===== src/rtl/dnn_mlp_seq_if.sv =====
// -----------------------------------------------------------------------------
// dnn_mlp_seq_if
// Handshake/data bundle for the sequential two-layer MLP block.
//   in_valid / in_ready   : operand-set handshake (loader -> block)
//   x_flat                : N_IN activations, x[i] at [i*DW +: DW]
//   w1_flat               : layer-1 weights, w1[i][j] at [(j*N_IN+i)*DW +: DW]
//   w2_flat               : layer-2 weights, w2[j][k] at [(k*N_HID+j)*DW +: DW]
//   out_valid / out_ready : result handshake (block -> collector)
//   out_flat              : N_OUT results, out[k] at [k*OW +: OW]
// Modports: master = producer/consumer side, slave = the MLP block.
// -----------------------------------------------------------------------------
interface dnn_mlp_seq_if #(
   parameter int N_IN  = 4,
   parameter int N_HID = 4,
   parameter int N_OUT = 2,
   parameter int DW    = 5,
   parameter int OW    = 17
);
   logic                      in_valid;
   logic                      in_ready;
   logic [N_IN*DW-1:0]        x_flat;
   logic [N_IN*N_HID*DW-1:0]  w1_flat;
   logic [N_HID*N_OUT*DW-1:0] w2_flat;
   logic                      out_valid;
   logic                      out_ready;
   logic [N_OUT*OW-1:0]       out_flat;

   modport master (
      output in_valid, x_flat, w1_flat, w2_flat, out_ready,
      input  in_ready, out_valid, out_flat
   );

   modport slave (
      input  in_valid, x_flat, w1_flat, w2_flat, out_ready,
      output in_ready, out_valid, out_flat
   );
endinterface


===== src/rtl/dnn_mlp_seq.sv =====
// -----------------------------------------------------------------------------
// dnn_mlp_seq
// Two-layer fully-connected inference (N_IN -> N_HID -> N_OUT) computed with a
// single time-multiplexed multiply-accumulate unit under a small FSM.
//   clk   : rising-edge clock
//   rst_n : asynchronous active-low reset
//   bus   : dnn_mlp_seq_if.slave (operand and result handshakes, flat buses)
// Hidden activations are saturated to HW bits, outputs to OW bits.
// Optional macro DNN_MLP_RELU_EN: apply ReLU to each hidden activation before
// it is stored (output layer stays linear).
// -----------------------------------------------------------------------------
module dnn_mlp_seq #(
   parameter int N_IN  = 4,
   parameter int N_HID = 4,
   parameter int N_OUT = 2,
   parameter int DW    = 5,
   parameter int HW    = 12,
   parameter int OW    = 17
) (
   input logic          clk,
   input logic          rst_n,
   dnn_mlp_seq_if.slave bus
);
   localparam int IW  = (N_IN  > 1) ? $clog2(N_IN)  : 1;
   localparam int JW  = (N_HID > 1) ? $clog2(N_HID) : 1;
   localparam int KW  = (N_OUT > 1) ? $clog2(N_OUT) : 1;
   localparam int AW1 = 2*DW + $clog2(N_IN);
   localparam int AW2 = HW + DW + $clog2(N_HID);
   localparam int AW  = (AW1 > AW2) ? AW1 : AW2;

   localparam longint H_MAX = (longint'(1) << (HW-1)) - 1;
   localparam longint H_MIN = -H_MAX - 1;
   localparam longint O_MAX = (longint'(1) << (OW-1)) - 1;
   localparam longint O_MIN = -O_MAX - 1;

   function automatic logic signed [HW-1:0] sat_hw(input logic signed [AW-1:0] v);
      if (longint'(v) > H_MAX) return HW'(H_MAX);
      if (longint'(v) < H_MIN) return HW'(H_MIN);
      return v[HW-1:0];
   endfunction

   function automatic logic signed [OW-1:0] sat_ow(input logic signed [AW-1:0] v);
      if (longint'(v) > O_MAX) return OW'(O_MAX);
      if (longint'(v) < O_MIN) return OW'(O_MIN);
      return OW'(v);
   endfunction

   function automatic logic signed [HW-1:0] hid_act(input logic signed [HW-1:0] v);
`ifdef DNN_MLP_RELU_EN
      return (v < 0) ? '0 : v;
`else
      return v;
`endif
   endfunction

   typedef enum logic [2:0] {S_IDLE, S_L1, S_L2, S_FIN, S_DONE} state_t;
   state_t state_q, state_d;

   logic [N_IN*DW-1:0]        x_q,  x_d;
   logic [N_IN*N_HID*DW-1:0]  w1_q, w1_d;
   logic [N_HID*N_OUT*DW-1:0] w2_q, w2_d;
   logic signed [AW-1:0]      acc_q, acc_d;
   logic [IW-1:0]             i_q, i_d;
   logic [JW-1:0]             j_q, j_d;
   logic [KW-1:0]             k_q, k_d;
   logic signed [HW-1:0]      hid_q [N_HID];
   logic signed [HW-1:0]      hid_d [N_HID];
   logic signed [OW-1:0]      res_q [N_OUT];
   logic signed [OW-1:0]      res_d [N_OUT];
   logic [N_OUT*OW-1:0]       out_q, out_d;

   // Signed views of the captured operand buses
   logic signed [DW-1:0] x_a  [N_IN];
   logic signed [DW-1:0] w1_a [N_HID][N_IN];
   logic signed [DW-1:0] w2_a [N_OUT][N_HID];

   for (genvar gi = 0; gi < N_IN; gi++) begin : g_x
      assign x_a[gi] = x_q[gi*DW +: DW];
      for (genvar gj = 0; gj < N_HID; gj++) begin : g_w1
         assign w1_a[gj][gi] = w1_q[(gj*N_IN+gi)*DW +: DW];
      end
   end
   for (genvar gj = 0; gj < N_HID; gj++) begin : g_h
      for (genvar gk = 0; gk < N_OUT; gk++) begin : g_w2
         assign w2_a[gk][gj] = w2_q[(gk*N_HID+gj)*DW +: DW];
      end
   end

   // Shared MAC: operand pair selected by the current layer
   logic signed [2*DW-1:0]  p1;
   logic signed [HW+DW-1:0] p2;
   logic signed [AW-1:0]    sum;

   assign p1  = (2*DW)'(x_a[i_q]) * (2*DW)'(w1_a[j_q][i_q]);
   assign p2  = (HW+DW)'(hid_q[j_q]) * (HW+DW)'(w2_a[k_q][j_q]);
   assign sum = acc_q + ((state_q == S_L2) ? AW'(p2) : AW'(p1));

   always_comb begin
      state_d = state_q;
      x_d     = x_q;
      w1_d    = w1_q;
      w2_d    = w2_q;
      acc_d   = acc_q;
      i_d     = i_q;
      j_d     = j_q;
      k_d     = k_q;
      hid_d   = hid_q;
      res_d   = res_q;
      out_d   = out_q;
      case (state_q)
         S_IDLE: begin
            if (bus.in_valid) begin
               x_d     = bus.x_flat;
               w1_d    = bus.w1_flat;
               w2_d    = bus.w2_flat;
               acc_d   = '0;
               i_d     = '0;
               j_d     = '0;
               k_d     = '0;
               state_d = S_L1;
            end
         end
         S_L1: begin
            if (i_q == IW'(N_IN-1)) begin
               hid_d[j_q] = hid_act(sat_hw(sum));
               acc_d      = '0;
               i_d        = '0;
               if (j_q == JW'(N_HID-1)) begin
                  j_d     = '0;
                  state_d = S_L2;
               end else begin
                  j_d = j_q + JW'(1);
               end
            end else begin
               acc_d = sum;
               i_d   = i_q + IW'(1);
            end
         end
         S_L2: begin
            if (j_q == JW'(N_HID-1)) begin
               res_d[k_q] = sat_ow(sum);
               acc_d      = '0;
               j_d        = '0;
               if (k_q == KW'(N_OUT-1)) begin
                  k_d     = '0;
                  state_d = S_FIN;
               end else begin
                  k_d = k_q + KW'(1);
               end
            end else begin
               acc_d = sum;
               j_d   = j_q + JW'(1);
            end
         end
         // Staged results are published together so out_flat never shows a
         // partially updated result set.
         S_FIN: begin
            for (int k = 0; k < N_OUT; k++) out_d[k*OW +: OW] = res_q[k];
            state_d = S_DONE;
         end
         S_DONE: begin
            if (bus.out_ready) state_d = S_IDLE;
         end
         default: state_d = S_IDLE;
      endcase
   end

   always_ff @(posedge clk or negedge rst_n) begin
      if (!rst_n) begin
         state_q <= S_IDLE;
         x_q     <= '0;
         w1_q    <= '0;
         w2_q    <= '0;
         acc_q   <= '0;
         i_q     <= '0;
         j_q     <= '0;
         k_q     <= '0;
         for (int n = 0; n < N_HID; n++) hid_q[n] <= '0;
         for (int n = 0; n < N_OUT; n++) res_q[n] <= '0;
         out_q   <= '0;
      end else begin
         state_q <= state_d;
         x_q     <= x_d;
         w1_q    <= w1_d;
         w2_q    <= w2_d;
         acc_q   <= acc_d;
         i_q     <= i_d;
         j_q     <= j_d;
         k_q     <= k_d;
         hid_q   <= hid_d;
         res_q   <= res_d;
         out_q   <= out_d;
      end
   end

   assign bus.in_ready  = (state_q == S_IDLE);
   assign bus.out_valid = (state_q == S_DONE);
   assign bus.out_flat  = out_q;
endmodule


===== src/flat_wrapper.sv =====
// flat-port wrapper written by rule: the top's interface ports become plain ports
module dnn_mlp_seq_flat 
#(
   parameter int N_IN  = 4,
   parameter int N_HID = 4,
   parameter int N_OUT = 2,
   parameter int DW    = 5,
   parameter int HW    = 12,
   parameter int OW    = 17
)
  (clk, rst_n, bus_in_valid, bus_x_flat, bus_w1_flat, bus_w2_flat, bus_out_ready, bus_in_ready, bus_out_valid, bus_out_flat);
  dnn_mlp_seq_if #(.N_IN(N_IN), .N_HID(N_HID), .N_OUT(N_OUT), .DW(DW), .OW(OW)) bus_i ();
  input logic clk;
  input logic rst_n;
  input wire logic [$bits(bus_i.in_valid)-1:0] bus_in_valid;
  input wire logic [$bits(bus_i.x_flat)-1:0] bus_x_flat;
  input wire logic [$bits(bus_i.w1_flat)-1:0] bus_w1_flat;
  input wire logic [$bits(bus_i.w2_flat)-1:0] bus_w2_flat;
  input wire logic [$bits(bus_i.out_ready)-1:0] bus_out_ready;
  output wire logic [$bits(bus_i.in_ready)-1:0] bus_in_ready;
  output wire logic [$bits(bus_i.out_valid)-1:0] bus_out_valid;
  output wire logic [$bits(bus_i.out_flat)-1:0] bus_out_flat;
  assign bus_i.in_valid = bus_in_valid;
  assign bus_i.x_flat = bus_x_flat;
  assign bus_i.w1_flat = bus_w1_flat;
  assign bus_i.w2_flat = bus_w2_flat;
  assign bus_i.out_ready = bus_out_ready;
  assign bus_in_ready = bus_i.in_ready;
  assign bus_out_valid = bus_i.out_valid;
  assign bus_out_flat = bus_i.out_flat;
  dnn_mlp_seq #(.N_IN(N_IN), .N_HID(N_HID), .N_OUT(N_OUT), .DW(DW), .HW(HW), .OW(OW)) u_core (.clk(clk), .rst_n(rst_n), .bus(bus_i));
endmodule

===== config.mk =====
export PLATFORM = sky130hd
export DESIGN_NAME = dnn_mlp_seq_flat
export DESIGN_NICKNAME = d
export VERILOG_FILES = /design/src/rtl/dnn_mlp_seq_if.sv /design/src/rtl/dnn_mlp_seq.sv /design/src/flat_wrapper.sv
export SDC_FILE = /design/constraint.sdc
export NUM_CORES = 1
export LEC_CHECK = 0
export ABC_AREA = 1
export BUFFER_PORTS_ARGS = -buffer_cell sky130_fd_sc_hd__buf_4
export CAP_MARGIN = 10
export CELL_PAD_IN_SITES_DETAIL_PLACEMENT = 1
export CELL_PAD_IN_SITES_GLOBAL_PLACEMENT = 1
export CORE_AREA = 2 2 184 321
export DETAILED_ROUTE_END_ITERATION = 8
export DIE_AREA = 0 0 186 323
export GPL_ROUTABILITY_DRIVEN = 1
export GPL_TIMING_DRIVEN = 0
export PLACE_DENSITY = 0.61
export SLEW_MARGIN = 20
export SYNTH_ARGS = -nofsm -noshare
export SYNTH_HDL_FRONTEND = slang
export SYNTH_SLANG_ARGS = --single-unit

===== constraint.sdc =====
create_clock -name clk -period 13.9 [get_ports clk]
set_input_delay 0.695 -clock clk [delete_from_list [all_inputs] [get_ports clk]]
set_output_delay 0.695 -clock clk [all_outputs]
set_load 0.005 [all_outputs]

# [Word level (Yosys, flattened, before mapping)]
# Cells that the tools add are included.
[op_classes] order_cmp=9 addsub=4 n_mul=2 reduce_logical=14 n_mux=72 eq_ne=12 n_shift=0 bitwise=3 div=0
[ops] cell="$mux 17" count=7
[ops] cell="$mux 12" count=9
[ops] cell="$mux 20" count=5
[ops] cell="$mux 19" count=4
[ops] cell="$pmux 19 s3" count=1
[ops] cell="$bwmux 48" count=1
[ops] cell="$bmux 20 s2" count=1
[ops] cell="$bwmux 34" count=1
[ops] cell="$bmux 5 s2" count=3
[ops] cell="$mux 5" count=6
[ops] cell="$bmux 12 s2" count=1
[ops] cell="$demux 12 s2" count=1
[ops] cell="$add 19x19->19" count=1
[ops] cell="$gt 19x12->1 const B" count=1
[ops] cell="$gt 19x17->1 const B" count=1
[ops] cell="$lt 19x12->1 const B" count=1
[ops] cell="$lt 19x17->1 const B" count=1
[ops] cell="$mux 3" count=6
[ops] cell="$demux 17 s1" count=1
[ops] cell="$mul 12x5->17" count=1
[ops] cell="$mux 1" count=17
[ops] cell="$pmux 3 s5" count=1
[ops] cell="$mul 5x5->10" count=1
[ops] cell="$reduce_and 2->1" count=5
[ops] cell="24 further kinds" count=39
[word_totals] latchBits=0 register_bits=283 memories=0 wordCells=131 ramBits=0 mem_bits_ro=0 inputBits=144 output_inout_bits=36

# [Depth between registers and ports, before layout]
[depth] depth_word=22 mapped_depth=49 depth_no_buf=45

# [Worst setup path after synthesis]
# No wires, ideal clock.
[synth_timing] kind="register to register" from="register u_core.j_q[0]" to="register u_core.hid_q[10] (netlist name)" period_less_slack_ns=6.460 t_arrival_ns=6.343 path_stages_with_launch=45 setup_slack_ns=7.440 path_buffers=5 t_required_ns=13.784 setup_time_ns=0.116 cell_sequence="dfrtp_1 > buf_2 > inv_1 > buf_2 > clkbuf_1 > o21ai_0 > o221ai_1 > nand2_1 > clkbuf_1 > nor2_1 > fa_1 > fa_1 > inv_1 > fa_1 > inv_1 > ha_1 > inv_1 > nor3_1 > (+9 left out) > nand2_1 > nand3_1 > nand2_1 > inv_1 > ha_1 > nand2_1 > nor3_1 > nand2_1 > or2_1 > nand3_2 > inv_1 > nand3_2 > nand3_2 > buf_8 > nand2_4 > nand2_4 > nand2_1 > nand2_1"
[synth_via] elab_chain_cells=20 word_cells_on_any_way=37 classes_between="add/sub (1); mul (2); order compare (4); mux (28); bitwise (1); reduce/logical (1)"
[synth_rtl] element="start: declaration" line="dnn_mlp_seq.sv:64" text="logic [JW-1:0] j_q, j_d;"
[synth_rtl] element="start signal: assignment" line="dnn_mlp_seq.sv:188" text="j_q <= j_d;"
[synth_rtl] element="$not 2->3 (not written as such) *" line="dnn_mlp_seq.sv:94, dnn_mlp_seq.sv:95, dnn_mlp_seq.sv:125"
[synth_rtl] element="$bmux 20 s2" line="dnn_mlp_seq.sv:94" text="assign p1 = (2*DW)'(x_a[i_q]) * (2*DW)'(w1_a[j_q][i_q]);"
[synth_rtl] element="$mux 20 (not written as such) (2 in series)" line="dnn_mlp_seq.sv:94"
[synth_rtl] element="$bmux 5 s2" line="dnn_mlp_seq.sv:94"
[synth_rtl] element="$mux 5 (not written as such) (2 in series)" line="dnn_mlp_seq.sv:94"
[synth_rtl] element="$mul 5x5->10" line="dnn_mlp_seq.sv:94"
[synth_rtl] element="$mux 19" line="dnn_mlp_seq.sv:96" text="assign sum = acc_q + ((state_q == S_L2) ? AW'(p2) : AW'(p1));"
[synth_rtl] element="$add 19x19->19" line="dnn_mlp_seq.sv:96"
[synth_rtl] element="$lt 19x12->1" line="dnn_mlp_seq.sv:38" text="if (longint'(v) < H_MIN) return HW'(H_MIN);"
[synth_rtl] element="$mux 1 (2 in series)" line="dnn_mlp_seq.sv:38"
[synth_rtl] element="$mux 1" line="dnn_mlp_seq.sv:124" text="if (i_q == IW'(N_IN-1)) begin"
[synth_rtl] element="$mux 1" line="dnn_mlp_seq.sv:110" text="case (state_q)"
[synth_rtl] element="$mux 12" line="dnn_mlp_seq.sv:39" text="return v[HW-1:0];"
[synth_rtl] element="$mux 12" line="dnn_mlp_seq.sv:38"
[synth_rtl] element="$mux 12" line="dnn_mlp_seq.sv:124"
[synth_rtl] element="$mux 12" line="dnn_mlp_seq.sv:110"
[synth_rtl] element="$bwmux 48 *" line="dnn_mlp_seq.sv:125" text="hid_d[j_q] = hid_act(sat_hw(sum));"
[synth_rtl] element="end signal: assignment" line="dnn_mlp_seq.sv:190" text="hid_q <= hid_d;"
[synth_rtl] element="end: declaration" line="dnn_mlp_seq.sv:66" text="logic signed [HW-1:0] hid_q [N_HID];"
# Every way passes the cells marked *; elsewhere a longest branch is shown, timed or not. The select of a mux whose other input is x is not followed.
# A chain may end at the register's enable or synchronous reset.

# [Final worst setup path]
[layout_timing] from="register u_core.j_q[0]" to="register u_core.hid_q[9] (netlist name)"
# The elaborated chain is that of the path after synthesis.

==> results_dict.tcl <==
set metrics [dict create \
    hold_depth 2 \
    vias 14016 \
    cts.clk_slew.worst_paths_ns 0.07 \
    totalWireLength_um 58050 \
    setup_tns_ns 0 \
    r2r_cells 40 \
    cap_violations 0 \
    grt_max_degree 90 \
    fmax_mhz 115.3 \
    fin_crit_ns 8.672 \
    synth-edff-count 0 \
    cts_tree "built" \
    clock_latency_ns 0.61 \
    top_usage_layer "met2" \
    clock-sinks 283 \
    die_h_um 323 \
    setup_viol 0 \
    hold_viol_final 0 \
    regToRegEndpoint "u_core.hid_q[9]" \
    stdcell_area_sq_mm 0.02054 \
    grt_pass1_wl_um 88950 \
    rows 117 \
    worst_hold_startpoint "bus_w2_flat[34]" \
    r2r-start "u_core.j_q[0]" \
    synth-seq-area-share 0.4146 \
    final_core_utilization 0.3553 \
    yosys_most_used_dff "dfrtp_1" \
    cp_slowest_cell "o221ai_1" \
    regToRegSetupSlack_ns 5.23 \
    start_util 0.2954 \
    synth_area_sq_mm 0.01708 \
    use_met2 0.3822 \
    ctsRootBufferMaster "clkbuf_16" \
    syn_avg_cell_area_sq_um 8.971 \
    synthesis.instances 1904 \
    layout_common_cells "465 x nand2_1, 283 x dfrtp_1, 202 x inv_1, 197 x nor2_1, 183 x buf_4" \
    antenna_found_initial 1 \
    ant_nets 0 \
    fin_nets 2387 \
    area_delta_synth_final_pct 20.28 \
    die_w_um 186 \
    final_common_cell "nand2_1" \
    synthArstFlopShare 1.000 \
    drc 0 \
    yosysWarningCount 0 \
    max_stage_delay_ns 0.57 \
    clock_skew_ns 0.02827 \
    crit_start "u_core.j_q[0]" \
    worst_slew_pin_slew_ns 1.018 \
    synth-seq-cells 283 \
    worstSetupEndpointType "flip-flop" \
    critPathMostFrequentCell "nand2_1" \
    grtUsageMet1 0.2017 \
    wl_per_cell_um 19.90 \
    gp_congestion 0.8664 \
    dp_hpwl_um 46420 \
    firstDrtPassIters 4 \
    finalMaxSlewViolations 0 \
    synth_fp_nets 2171 \
    overflow 0 \
    path_delay_family "adder cells" \
    outcome "complete, no violations" \
    relSlewSlack 0.3215 \
    ys_types 48 \
    portBuffers 179 \
    crit_fanout 10 \
    layout-drive-gt1-share 0.2341 \
    rsz0062_at_grt "no" \
    placement.cell_area_sq_mm 0.01948 \
    h-tree-depth 1 \
    post_cts_resized 0 \
    hold_path.class "in -> reg" \
    fp.coreArea_sq_mm 0.05782 \
    clock_path_buffers 3 \
    post-route-period-util 0.6239 \
    diodes 0 \
    drt_iter0_markers 508 \
    cp_data_required_time_ns 14.43 \
    cts_buffers 31 \
    die-area_sq_mm 0.06008 \
    holdPathEnd "u_core.w2_q[34]" \
    grt_pass1_vias 15542 \
    viasPerCell 4.805 \
    ios 180 \
    met3_usage 0.03164 \
    critPathKind "reg -> reg" \
    worst-path-buf-inv 9 \
    grt_util_all_layers 0.1961 \
    cp.arrival_ns 9.20 \
    crit_path_start_kind "flip-flop" \
]
cell families after synthesis:
logic type               Yosys count  share of synthesized area
XOR/XNOR                          22                    0.01128
multiplexers                     172                     0.1134
buffers and inverters            282                    0.06666
flip-flops                       283                     0.4146
AND/OR/NAND/NOR                  801                     0.2003
adder cells (fa/ha/maj)          123                     0.1147
AO/OA/AOI/OAI                    221                    0.07904
how the worst max path moves through the flow:
stage / cells after the start / slack [ns] / endpoint
floorplan: 44 / 7.44 / u_core.hid_q[10]
global placement: 44 / 5.38 / u_core.res_q[14]
detailed placement: 44 / 5.27 / u_core.res_q[14]
CTS: 44 / 5.22 / u_core.res_q[14]
global route: 44 / 4.61 / u_core.res_q[27]
finish: 40 / 5.23 / u_core.hid_q[9]
area by class of cell:
| cell class | instances | area [sq um] |
|---|---|---|
| Buffer | 76 | 365.4 |
| Clock buffer | 48 | 929.6 |
| Clock inverter | 9 | 122.6 |
| Fill cell | 6846 | 37280 |
| Inverter | 206 | 773.2 |
| Multi-Input combinational cell | 1339 | 8860 |
| Sequential cell | 283 | 7082 |
| Tap cell | 773 | 967.2 |
| Timing Repair Buffer | 183 | 1444 |
synthesized netlist by cell type, types with 8 or more instances:
library cell  number  area, sq um
buf_2              9        45.04
fa_1              56         1121
ha_1              67        838.3
nor2_1           197        739.5
or2_2             36        225.2
a21oi_1           44        220.2
clkbuf_1          54        202.7
a22o_1             8        70.07
nand3_1           43        215.2
nand3_2           10        100.1
o22ai_1            9        56.30
xor2_1            11        96.34
dfrtp_1          283         7082
nand2_1          465         1745
a32oi_1           13        113.9
o21ai_0           99        495.5
mux2_2           172         1937
inv_1            202        758.2
o221ai_1          23        201.4
xnor2_1           11        96.34
nand2_4           14        157.7
state kept, by name, indices dropped and copies added (netlist names), 3 cells and up:
name	flops
u_core.w1_q	80
u_core.acc_q	19
u_core.hid_q	48
u_core.w2_q	40
u_core.bus.out_flat	34
u_core.state_q	3
u_core.x_q	20
u_core.res_q	34
layer usage:
layer	vias to the layer above	wire length, um
met5	-	0
li1	6596	-
met1	7024	20970
met4	0	2687
met3	100	2634
met2	296	31760
metrics by stage:
step / std cells / hold WS [ns] / setup slack [ns]
global route: 2917 / 0.2908 / 4.614
detailed placement: 2859 / 0.4658 / 5.272
global placement: 2856 / 0.4564 / 5.384
floorplan: 1904 / 0.3994 / 7.440
CTS: 2917 / 0.2800 / 5.223
finish: 2917 / 0.3133 / 5.228
what timing repair did:
action / in CTS / in global routing
hold endpoints to repair: 36 / 0
buffers inserted: 0 / 0
hold buffers: 1 / 0
Power is left out: the tool's default activity adds up to more than one toggle a clock period on the data nets, which glitch-free logic cannot reach.
